--- config.mk ---
export PLATFORM = sky130hd
export DESIGN_NAME = mcp_tx_scheduler_flat
export DESIGN_NICKNAME = d
export VERILOG_FILES = /design/src/rtl/mcp_tx_scheduler_if.sv /design/src/rtl/mcp_tx_scheduler.sv /design/src/flat_wrapper.sv
export SDC_FILE = /design/constraint.sdc
export NUM_CORES = 1
export LEC_CHECK = 0
export BUFFER_PORTS_ARGS = -buffer_cell sky130_fd_sc_hd__buf_2
export CORE_MARGIN = 2
export CORE_UTILIZATION = 49
export DETAILED_ROUTE_END_ITERATION = 8
export GPL_ROUTABILITY_DRIVEN = 1
export GPL_TIMING_DRIVEN = 0
export PLACE_DENSITY = 0.85
export SLEW_MARGIN = 20
export SYNTH_ARGS = -nofsm -noshare
export SYNTH_HDL_FRONTEND = slang
export SYNTH_SLANG_ARGS = --single-unit
--- constraint.sdc ---
create_clock -name clk -period 4.65 [get_ports clk]
set_input_delay 0.465 -clock clk [delete_from_list [all_inputs] [get_ports clk]]
set_output_delay 0.465 -clock clk [all_outputs]
set_load 0.005 [all_outputs]
--- src/rtl/mcp_tx_scheduler_if.sv ---
// Bundle between the requesters/UART transmitter and the TX scheduler.
// The requester side carries level requests with their register-map fields
// and receives the per-requester ack; the UART side carries the packet,
// its load strobe and the transmitter busy flag.
interface mcp_tx_scheduler_if #(
    parameter int NUM_REQ = 4,
    parameter int WIDTH   = 64
);
    logic [NUM_REQ-1:0]   req;
    logic [NUM_REQ-1:0]   req_op;
    logic [8*NUM_REQ-1:0] req_chip_id;
    logic [8*NUM_REQ-1:0] req_addr;
    logic [8*NUM_REQ-1:0] req_data;
    logic [NUM_REQ-1:0]   ack;
    logic [WIDTH-1:0]     tx_data;
    logic                 ld_tx_data;
    logic                 tx_busy;

    // Requesters plus the UART transmitter: drive requests and busy, observe results.
    modport master (
        output req, req_op, req_chip_id, req_addr, req_data, tx_busy,
        input  ack, tx_data, ld_tx_data
    );

    // The scheduler itself.
    modport slave (
        input  req, req_op, req_chip_id, req_addr, req_data, tx_busy,
        output ack, tx_data, ld_tx_data
    );
endinterface

--- src/rtl/mcp_tx_scheduler.sv ---
// Round-robin scheduler sharing one UART transmitter among NUM_REQ
// configuration requesters. A granted request is packed into a 64-bit
// packet (declare, chip id, address, data, odd parity), handed to the UART
// with a one-cycle load strobe, and acknowledged once the UART drops busy.
// If the UART never reports busy within BUSY_TIMEOUT cycles the transfer is
// abandoned, a sticky error is raised and the requester is served again
// later in round-robin order.
module mcp_tx_scheduler #(
    parameter int NUM_REQ      = 4,
    parameter int WIDTH        = 64,
    parameter int BUSY_TIMEOUT = 16
) (
    input  logic                clk,
    input  logic                reset,
    mcp_tx_scheduler_if.slave   bus,
    output logic                sched_busy,
    output logic                timeout_err,
    output logic [15:0]         pkt_count
);
    localparam int GW = (NUM_REQ > 1) ? $clog2(NUM_REQ) : 1;
    localparam int CW = $clog2(BUSY_TIMEOUT + 1);
    localparam logic [GW-1:0] LAST_INIT = GW'(NUM_REQ - 1);
    localparam logic [CW-1:0] TO_MAX    = CW'(BUSY_TIMEOUT);

    typedef enum logic [1:0] {
        IDLE      = 2'd0,
        LOAD      = 2'd1,
        WAIT_BUSY = 2'd2,
        WAIT_DONE = 2'd3
    } state_t;

    // Packet layout: [1:0] declare, [9:2] chip, [17:10] addr, [25:18] data,
    // zero fill, [63] makes the total count of ones odd.
    function automatic logic [63:0] build_pkt(input logic       op,
                                              input logic [7:0] chip,
                                              input logic [7:0] addr,
                                              input logic [7:0] data);
        logic [63:0] p;
        p         = 64'd0;
        p[1:0]    = {1'b1, op};
        p[9:2]    = chip;
        p[17:10]  = addr;
        p[25:18]  = data;
        p[63]     = ~(^p[62:0]);
        return p;
    endfunction

    state_t             state_r, next_state_s;
    logic [GW-1:0]      last_grant_r, last_grant_nxt_s;
    logic [GW-1:0]      grant_r, grant_nxt_s;
    logic [WIDTH-1:0]   tx_data_r, tx_data_nxt_s;
    logic               ld_r, ld_nxt_s;
    logic [NUM_REQ-1:0] ack_r, ack_nxt_s;
    logic               busy_r, busy_nxt_s;
    logic               terr_r, terr_nxt_s;
    logic [15:0]        pkt_cnt_r, pkt_cnt_nxt_s;
    logic [CW-1:0]      cnt_r, cnt_nxt_s, cnt_inc_s;

    logic [NUM_REQ-1:0] elig_s;
    logic               found_s;
    logic [GW-1:0]      grant_idx_s;
    logic               sel_op_s;
    logic [7:0]         sel_chip_s, sel_addr_s, sel_data_s;
    logic [63:0]        pkt_s;

    // Round-robin search upward from the requester after the last grant; the
    // requester acked this cycle is masked because it still holds req until it sees ack.
    always_comb begin
        int cand;
        cand        = 0;
        elig_s      = bus.req & ~ack_r;
        found_s     = 1'b0;
        grant_idx_s = last_grant_r;
        for (int k = 1; k <= NUM_REQ; k++) begin
            cand = (int'(last_grant_r) + k) % NUM_REQ;
            if (!found_s && elig_s[GW'(cand)]) begin
                found_s     = 1'b1;
                grant_idx_s = GW'(cand);
            end else begin
                found_s     = found_s;
            end
        end
    end

    // Select the candidate requester's fields for packing.
    always_comb begin
        sel_op_s   = 1'b0;
        sel_chip_s = 8'd0;
        sel_addr_s = 8'd0;
        sel_data_s = 8'd0;
        for (int i = 0; i < NUM_REQ; i++) begin
            if (GW'(i) == grant_idx_s) begin
                sel_op_s   = bus.req_op[i];
                sel_chip_s = bus.req_chip_id[8*i +: 8];
                sel_addr_s = bus.req_addr[8*i +: 8];
                sel_data_s = bus.req_data[8*i +: 8];
            end else begin
                sel_op_s   = sel_op_s;
            end
        end
    end

    assign pkt_s = build_pkt(sel_op_s, sel_chip_s, sel_addr_s, sel_data_s);

    // Next-state and next-output logic for the transfer sequencer.
    always_comb begin
        next_state_s     = state_r;
        last_grant_nxt_s = last_grant_r;
        grant_nxt_s      = grant_r;
        tx_data_nxt_s    = tx_data_r;
        ack_nxt_s        = {NUM_REQ{1'b0}};
        terr_nxt_s       = terr_r;
        pkt_cnt_nxt_s    = pkt_cnt_r;
        cnt_nxt_s        = cnt_r;

        if (cnt_r == TO_MAX) begin
            cnt_inc_s = cnt_r;
        end else begin
            cnt_inc_s = cnt_r + CW'(1);
        end

        case (state_r)
            IDLE: begin
                if (found_s) begin
                    next_state_s     = LOAD;
                    last_grant_nxt_s = grant_idx_s;
                    grant_nxt_s      = grant_idx_s;
                    tx_data_nxt_s    = WIDTH'(pkt_s);
                end else begin
                    next_state_s     = IDLE;
                end
            end
            LOAD: begin
                cnt_nxt_s    = {CW{1'b0}};
                next_state_s = WAIT_BUSY;
            end
            WAIT_BUSY: begin
                if (bus.tx_busy) begin
                    next_state_s = WAIT_DONE;
                end else if (cnt_inc_s == TO_MAX) begin
                    cnt_nxt_s    = cnt_inc_s;
                    terr_nxt_s   = 1'b1;
                    next_state_s = IDLE;
                end else begin
                    cnt_nxt_s    = cnt_inc_s;
                end
            end
            WAIT_DONE: begin
                if (!bus.tx_busy) begin
                    ack_nxt_s     = NUM_REQ'(1'b1) << grant_r;
                    pkt_cnt_nxt_s = pkt_cnt_r + 16'd1;
                    next_state_s  = IDLE;
                end else begin
                    next_state_s  = WAIT_DONE;
                end
            end
            default: begin
                next_state_s = IDLE;
            end
        endcase

        ld_nxt_s   = (next_state_s == LOAD);
        busy_nxt_s = (next_state_s != IDLE);
    end

    // State and registered outputs; reset abandons any transfer without an ack.
    always_ff @(posedge clk) begin
        if (reset) begin
            state_r      <= IDLE;
            last_grant_r <= LAST_INIT;
            grant_r      <= {GW{1'b0}};
            tx_data_r    <= {WIDTH{1'b0}};
            ld_r         <= 1'b0;
            ack_r        <= {NUM_REQ{1'b0}};
            busy_r       <= 1'b0;
            terr_r       <= 1'b0;
            pkt_cnt_r    <= 16'd0;
            cnt_r        <= {CW{1'b0}};
        end else begin
            state_r      <= next_state_s;
            last_grant_r <= last_grant_nxt_s;
            grant_r      <= grant_nxt_s;
            tx_data_r    <= tx_data_nxt_s;
            ld_r         <= ld_nxt_s;
            ack_r        <= ack_nxt_s;
            busy_r       <= busy_nxt_s;
            terr_r       <= terr_nxt_s;
            pkt_cnt_r    <= pkt_cnt_nxt_s;
            cnt_r        <= cnt_nxt_s;
        end
    end

    assign bus.tx_data    = tx_data_r;
    assign bus.ld_tx_data = ld_r;
    assign bus.ack        = ack_r;
    assign sched_busy     = busy_r;
    assign timeout_err    = terr_r;
    assign pkt_count      = pkt_cnt_r;
endmodule

--- src/flat_wrapper.sv ---
// flat-port wrapper written by rule: the top's interface ports become plain ports
module mcp_tx_scheduler_flat 
#(
    parameter int NUM_REQ      = 4,
    parameter int WIDTH        = 64,
    parameter int BUSY_TIMEOUT = 16
)
  (clk, reset, sched_busy, timeout_err, pkt_count, bus_req, bus_req_op, bus_req_chip_id, bus_req_addr, bus_req_data, bus_tx_busy, bus_ack, bus_tx_data, bus_ld_tx_data);
  mcp_tx_scheduler_if #(.NUM_REQ(NUM_REQ), .WIDTH(WIDTH)) bus_i ();
  input  logic clk;
  input  logic reset;
  output logic sched_busy;
  output logic timeout_err;
  output logic [15:0] pkt_count;
  input wire logic [$bits(bus_i.req)-1:0] bus_req;
  input wire logic [$bits(bus_i.req_op)-1:0] bus_req_op;
  input wire logic [$bits(bus_i.req_chip_id)-1:0] bus_req_chip_id;
  input wire logic [$bits(bus_i.req_addr)-1:0] bus_req_addr;
  input wire logic [$bits(bus_i.req_data)-1:0] bus_req_data;
  input wire logic [$bits(bus_i.tx_busy)-1:0] bus_tx_busy;
  output wire logic [$bits(bus_i.ack)-1:0] bus_ack;
  output wire logic [$bits(bus_i.tx_data)-1:0] bus_tx_data;
  output wire logic [$bits(bus_i.ld_tx_data)-1:0] bus_ld_tx_data;
  assign bus_i.req = bus_req;
  assign bus_i.req_op = bus_req_op;
  assign bus_i.req_chip_id = bus_req_chip_id;
  assign bus_i.req_addr = bus_req_addr;
  assign bus_i.req_data = bus_req_data;
  assign bus_i.tx_busy = bus_tx_busy;
  assign bus_ack = bus_i.ack;
  assign bus_tx_data = bus_i.tx_data;
  assign bus_ld_tx_data = bus_i.ld_tx_data;
  mcp_tx_scheduler #(.NUM_REQ(NUM_REQ), .WIDTH(WIDTH), .BUSY_TIMEOUT(BUSY_TIMEOUT)) u_core (.clk(clk), .reset(reset), .bus(bus_i), .sched_busy(sched_busy), .timeout_err(timeout_err), .pkt_count(pkt_count));
endmodule
---- Word-level counts from Yosys, hierarchy flattened ----
Index checks and enable logic that the tools add are counted.
storage, ports and cells
  bits in registers ....................... 61
  latch bits .............................. 0
  bits in writable memories ............... 0
  bits in read-only memories .............. 0
  bits of input ports ..................... 107
  output and inout port bits .............. 87
  logic and storage cells ................. 96
  memories ................................ 0
operators by class
  add/sub/neg operators ................... 6
  multiply operators ...................... 0
  div/mod/pow operators ................... 0
  magnitude comparators ................... 4
  equal/unequal tests ..................... 10
  shift operators ......................... 1
  mux-type cells .......................... 44
  bitwise logic cells ..................... 5
  reductions and logical operators ........ 16
operators by type and width
  kind                                                        number
  two-way mux 8 bit                                           12
  parity 63 bit                                               1
  two-way mux 1 bit                                           17
  adder 16 x 1 -> 16 bit, second input constant               1
  less-than comparator 2 x 4 -> 1 bit, second input constant  4
  two-way mux 2 bit                                           7
  equality test 5 bit, second input constant                  2
  two-way mux 5 bit                                           2
  case mux 5 bit (2 select lines)                             1
  binary-select mux 1 bit (select 2 bit)                      4
  case mux 2 bit (4 select lines)                             1
  AND reduction 2 bit                                         3
  adder 5 x 1 -> 5 bit, second input constant                 1
  adder 2 x 1 -> 2 bit, second input constant                 2
  adder 2 bit, second input constant                          2
  AND 4 bit                                                   1
  equality test 2 x 1 -> 1 bit, second input constant         2
  equality test 2 bit, first input constant                   2
  equality test 2 bit, second input constant                  2
  zero test 2 bit                                             2
  NOT 4 bit                                                   1
  nonzero test 2 bit                                          2
  left shift 1 x 2 -> 4 bit, first input constant             1
  logical AND 1 bit                                           3
  6 further kinds                                             10

---- Longest topological paths before layout ----
  word-level depth ........................ 22
  gate-level depth with buffers ........... 11
  gate-level depth less buffers ........... 9

---- Worst setup path after synthesis ----
Ideal clock, no wire load.
  path kind ............................... input to register
  start ................................... input port bus_req[0]
  end ..................................... register u_core.tx_data_r[63], in the netlist u_core.bus.tx_data[63]
  setup time .............................. 84 ps
  arrival ................................. 3031 ps
  data required time ...................... 4566 ps
  path slack .............................. 1535 ps
  cell stages on the path ................. 9
  buffers on the path ..................... 0
  cells stage by stage .................... or2b_1 > o2bb2ai_1 > a21oi_4 > mux4_1 > xnor2_1 > xnor2_1 > xnor3_1 > xnor3_1 > o31ai_2
on the way
  word-level cells in the longest chain between the ends .. 21
  elaborated cells between the ends (all ways) .. 50
  classes of those cells .................. eq/ne (3); mux (36); bitwise (2); reduce/logical (9)
ends and longest elaborated chain
  item                                                                         RTL line                 source
  from (decl)                                                                  flat_wrapper.sv:15       input wire logic [$bits(bus_i.req)-1:0] bus_req;
  AND 4 bit (*)                                                                mcp_tx_scheduler.sv:71   elig_s = bus.req & ~ack_r;
  binary-select mux 1 bit (select 2 bit)                                       mcp_tx_scheduler.sv:76   if (!found_s && elig_s[GW'(cand)]) begin
  two-way mux 1 bit (implied by the code) (2 in series)                        mcp_tx_scheduler.sv:76
  two-way mux 1 bit                                                            mcp_tx_scheduler.sv:76
  zero test 1 bit                                                              mcp_tx_scheduler.sv:76
  logical AND 1 bit                                                            mcp_tx_scheduler.sv:76
  two-way mux 1 bit                                                            mcp_tx_scheduler.sv:76
  zero test 1 bit                                                              mcp_tx_scheduler.sv:76
  logical AND 1 bit                                                            mcp_tx_scheduler.sv:76
  two-way mux 1 bit                                                            mcp_tx_scheduler.sv:76
  zero test 1 bit                                                              mcp_tx_scheduler.sv:76
  logical AND 1 bit                                                            mcp_tx_scheduler.sv:76
  two-way mux 2 bit                                                            mcp_tx_scheduler.sv:76
  zero test 2 bit                                                              mcp_tx_scheduler.sv:92   if (GW'(i) == grant_idx_s) begin
  two-way mux 1 bit / two-way mux 8 bit (equally long branches) (4 in series)  mcp_tx_scheduler.sv:92
  parity 63 bit                                                                mcp_tx_scheduler.sv:44   p[63] = ~(^p[62:0]);
  NOT 1 bit                                                                    mcp_tx_scheduler.sv:44
  to (signal assigned)                                                         mcp_tx_scheduler.sv:172  tx_data_r <= {WIDTH{1'b0}};
  to (signal assigned)                                                         mcp_tx_scheduler.sv:183  tx_data_r <= tx_data_nxt_s;
  to (decl)                                                                    mcp_tx_scheduler.sv:51   logic [WIDTH-1:0] tx_data_r, tx_data_nxt_s;
Mark *: on every way between the ends. The rest lies on a longest branch, timed or not. The select of a mux whose other input is x is not followed.
A chain may end at the register's enable or synchronous reset.

---- Final worst setup path ----
  start ................................... register u_core.last_grant_r[0]
  end ..................................... register u_core.tx_data_r[63], in the netlist u_core.bus.tx_data[63]
on the way
  word-level cells in the longest chain between the ends .. 21
  elaborated cells between the ends (all ways) .. 53
  classes of those cells .................. add/sub (4); eq/ne (3); mux (36); bitwise (1); reduce/logical (9)
ends and longest elaborated chain
  item                                                                         RTL line                 source
  from (decl)                                                                  mcp_tx_scheduler.sv:49   logic [GW-1:0] last_grant_r, last_grant_nxt_s;
  from (signal assigned)                                                       mcp_tx_scheduler.sv:181  last_grant_r <= last_grant_nxt_s;
  adder 2 x 1 -> 2 bit                                                         mcp_tx_scheduler.sv:75   cand = (int'(last_grant_r) + k) % NUM_REQ;
  binary-select mux 1 bit (select 2 bit)                                       mcp_tx_scheduler.sv:76
  two-way mux 1 bit (implied by the code) (2 in series)                        mcp_tx_scheduler.sv:76
  two-way mux 1 bit                                                            mcp_tx_scheduler.sv:76
  zero test 1 bit                                                              mcp_tx_scheduler.sv:76
  logical AND 1 bit                                                            mcp_tx_scheduler.sv:76
  two-way mux 1 bit                                                            mcp_tx_scheduler.sv:76
  zero test 1 bit                                                              mcp_tx_scheduler.sv:76
  logical AND 1 bit                                                            mcp_tx_scheduler.sv:76
  two-way mux 1 bit                                                            mcp_tx_scheduler.sv:76
  zero test 1 bit                                                              mcp_tx_scheduler.sv:76
  logical AND 1 bit                                                            mcp_tx_scheduler.sv:76
  two-way mux 2 bit                                                            mcp_tx_scheduler.sv:76
  zero test 2 bit                                                              mcp_tx_scheduler.sv:92
  two-way mux 1 bit / two-way mux 8 bit (equally long branches) (4 in series)  mcp_tx_scheduler.sv:92
  parity 63 bit                                                                mcp_tx_scheduler.sv:44
  NOT 1 bit                                                                    mcp_tx_scheduler.sv:44
Parallel ways exist; a longest one is shown, timed or not. The select of a mux whose other input is x is not followed.

==> flow_summary.yaml <==
clock_tree:
  h_tree_lvls: 3
  cts-resized-gates: 0
  tritoncts.num_buffers: 9
  cts_tree: "yes"
  bufs_on_longest_clock_path: 2
  hold_buffer_count_at_cts: 0
  insertion_delay_ps: 330
  number_of_post_cts_setup_repair_buffers: 0
  num_clock_sinks: 61
  clock-root-buffer: "sky130_fd_sc_hd__clkbuf_8"
  cts.reportedPaths.clkPinSlew_ps: 60
timing:
  fin_tns_setup_ps: 0
  timing.final.hold_violations: 0
  worst_clock_skew_ps: 13.76
  final.period_utilization_pct: 69.89
  drv_slew: 0
  grt_setup_unrepaired: "false"
  worst-slew-pin-transition_ps: 892.2
  layout_setup_ws_ps: 1400
  setup_viol_count_final: 0
  clock.fmax_mhz: 307.7
  max-slew-margin-rel_pct: 39.71
  period_needed_ps: 3250
synthesis:
  yosysUniqueCellTypes: 50
  yosys_most_used_dff: "sky130_fd_sc_hd__dfxtp_1"
  synth_seq_area_share_pct: 32.84
  post-synth-top-area-cell: "sky130_fd_sc_hd__dfxtp_1"
  synth_edf_count: 0
  synth-seq-cells: 61
  synth_area_sq_um: 3719
  syn-instance-count: 391
  postSynthAreaPerCell_sq_um: 9.510
  async_reset_ff_share_pct: 0
  ys_top_cells_by_area: "sky130_fd_sc_hd__dfxtp_1, sky130_fd_sc_hd__mux4_1, sky130_fd_sc_hd__buf_4"
  yosys_warnings: 0
  post-synth-top-area-fraction_pct: 32.84
grt:
  antenna_found_initial: 0
  grtUsageTotal_pct: 23.50
  first_global_vias: 3309
  overflow: 0
  grt_max_degree: 11
  global_route_wire_length_before_repair_um: 15740
critical_path:
  timing.critical_path.arrival_ps: 3500
  crit_path_top_delay_cell: "sky130_fd_sc_hd__mux4_1"
  cp_slowest_stage_delay_ps: 670
  cp.required_ps: 4900
  path_cells: "nor3b_1 -> a211oi_2 -> a21oi_4 -> mux4_1 -> xnor2_1 -> xnor2_1 -> xnor3_1 -> xnor3_1 -> o31ai_2"
  critPathKind: "reg -> reg"
  critical_path.endpoint_type: "flop"
  cp-start-kind: "flop"
  worstPathMaxFanout: 8
drt:
  routed-via-count: 3486
  antenna_violating_nets_post_route: 0
  drt-total-wl_um: 9645
  drc: 0
  drt-vias-per-instance: 5.016
  initialDrtViolationCount: 184
  avgRoutedWirePerCell_um: 13.88
  first_pass_iters: 4
place:
  gp_congestion: 0.8736
  dpl.cell_count: 680
  place_ws_ps: 1174
  io_buffers: 154
  place_area_sq_um: 4748
  hpwl_um: 7727
floorplan:
  num_rows: 31
  initial_utilization_pct: 51.00
  core_area_sq_um: 7292
  dieArea_sq_um: 8302
  fp.dieH_um: 91.12
  die-width_um: 91.12
  io_pins: 194
final_layout:
  antenna_cells: 0
  postLayoutCellArea_sq_um: 4941
  area_delta_synth_final_pct: 32.87
  layout_commonest_cell: "sky130_fd_sc_hd__buf_2"
  layout.filler_cells: 591
  mostFrequentLayoutCells: "sky130_fd_sc_hd__buf_2, sky130_fd_sc_hd__nand2_1, sky130_fd_sc_hd__dfxtp_1"
  layoutNonFillerInstCount: 695
  design.final.nets: 702
  layout-drive-gt1-share_pct: 36.91
run_status:
  status: "finished clean"
power:
  powerDensity_nw_per_um2: 394.4
  finalPower_mw: 1.949
  p_leak_nw: 2.424
  ir_worst_vdd_uv: 286.3
hold_path:
  hold_class: "in -> reg"
job:
  maxCapViolations: 0
worst max-delay path, delay by kind of cell, from the launching register on:
kind	cells	cell delay, ps
AND/OR/NAND/NOR	1	330
multiplexers	1	670
flip-flops	1	350
XOR/XNOR	4	1200
AO/OA/AOI/OAI	3	640
cells by family (layout without fill, tap and decap cells):
kind of cell / after synthesis / in the layout / share of synthesized area, %
adders and majority gates: 3 / 3 / 1.010
muxes: 26 / 26 / 17.53
buffers and inverters: 63 / 232 / 11.71
xor gates and xnor gates: 40 / 40 / 10.36
and+or+nand+nor: 144 / 144 / 17.53
DFF: 61 / 61 / 32.84
other: 1 / 37 / 0.1008
AOI/OAI and AO/OA: 53 / 53 / 8.917
path summary, 6_finish.rpt:
kind | from | endpoint | slack (ps) | depth (start not counted)
max reg2reg | u_core.last_grant_r[0] | u_core.bus.tx_data[63] | 1400 | 9
max | u_core.last_grant_r[0] | u_core.bus.tx_data[63] | 1400 | 9
min reg2reg | u_core.bus.tx_data[2] | u_core.bus.tx_data[2] | 450 | 2
min | reset | u_core.bus.ack[1] | 400 | 2
routing by layer:
layer	wire, um	vias to the layer above	GRT usage (%)
li1	-	1702	-
met1	3825	1619	27.44
met2	5016	145	42.35
met3	636	20	5.062
met4	167	0	8.207
met5	0	-	0
final cells by class:
type | instances | area, sq um | share of cell area (%)
Clock inverter | 1 | 30.03 | 0.6077
Timing Repair Buffer | 154 | 770.7 | 15.60
Clock buffer | 14 | 162.7 | 3.292
Buffer | 59 | 420.4 | 8.508
Sequential cell | 61 | 1221 | 24.72
Multi-Input combinational cell | 303 | 2197 | 44.47
Inverter | 4 | 15.01 | 0.3039
Tap cell | 99 | 123.9 | 2.507
metrics by stage:
step	util, %	hold WS (ps)
after floorplan	-	451.9
after global placement	65.12	439.1
after detailed placement	65.12	443.0
after CTS	67.76	387.7
after global routing	67.76	392.0
final	67.76	400.5
flip-flops by register name, summed over array words and instances, names as in the netlist:
register,flops
u_core.bus.ack,4
u_core.bus.ld_tx_data,1
u_core.bus.tx_data,27
u_core.cnt_r,5
u_core.grant_r,2
u_core.last_grant_r,2
u_core.pkt_count,16
u_core.sched_busy,1
u_core.state_r,2
u_core.timeout_err,1
cells in the mapped netlist (all sizes together), types with 2 or more instances:
cell type and count:
a21oi 36, nand2 64, inv 4, o311ai 2, nor2 39, and4 2
mux4 25, a31oi 3, nor4b 2, buf 45, clkbuf 13, dfxtp 61
xnor3 2, nor3 7, or2b 2, xnor2 20, xor2 18, and3 3
nand4 3, nand3 10, ha 3, o21ai 3, o21a 2, nand2b 3
nor4 2, and2 2
power breakdown:
| part | total (mW) | leakage (nW) | switching, mW | internal [mW] |
|---|---|---|---|---|
| sequential | 0.611 | 0.499 | 0.0324 | 0.578 |
| clock | 0.466 | 0.0968 | 0.191 | 0.275 |
| combinational | 0.872 | 1.83 | 0.370 | 0.502 |
| total | 1.95 | 2.42 | 0.593 | 1.36 |
No activity file was read; power rests on OpenSTA's default activity.
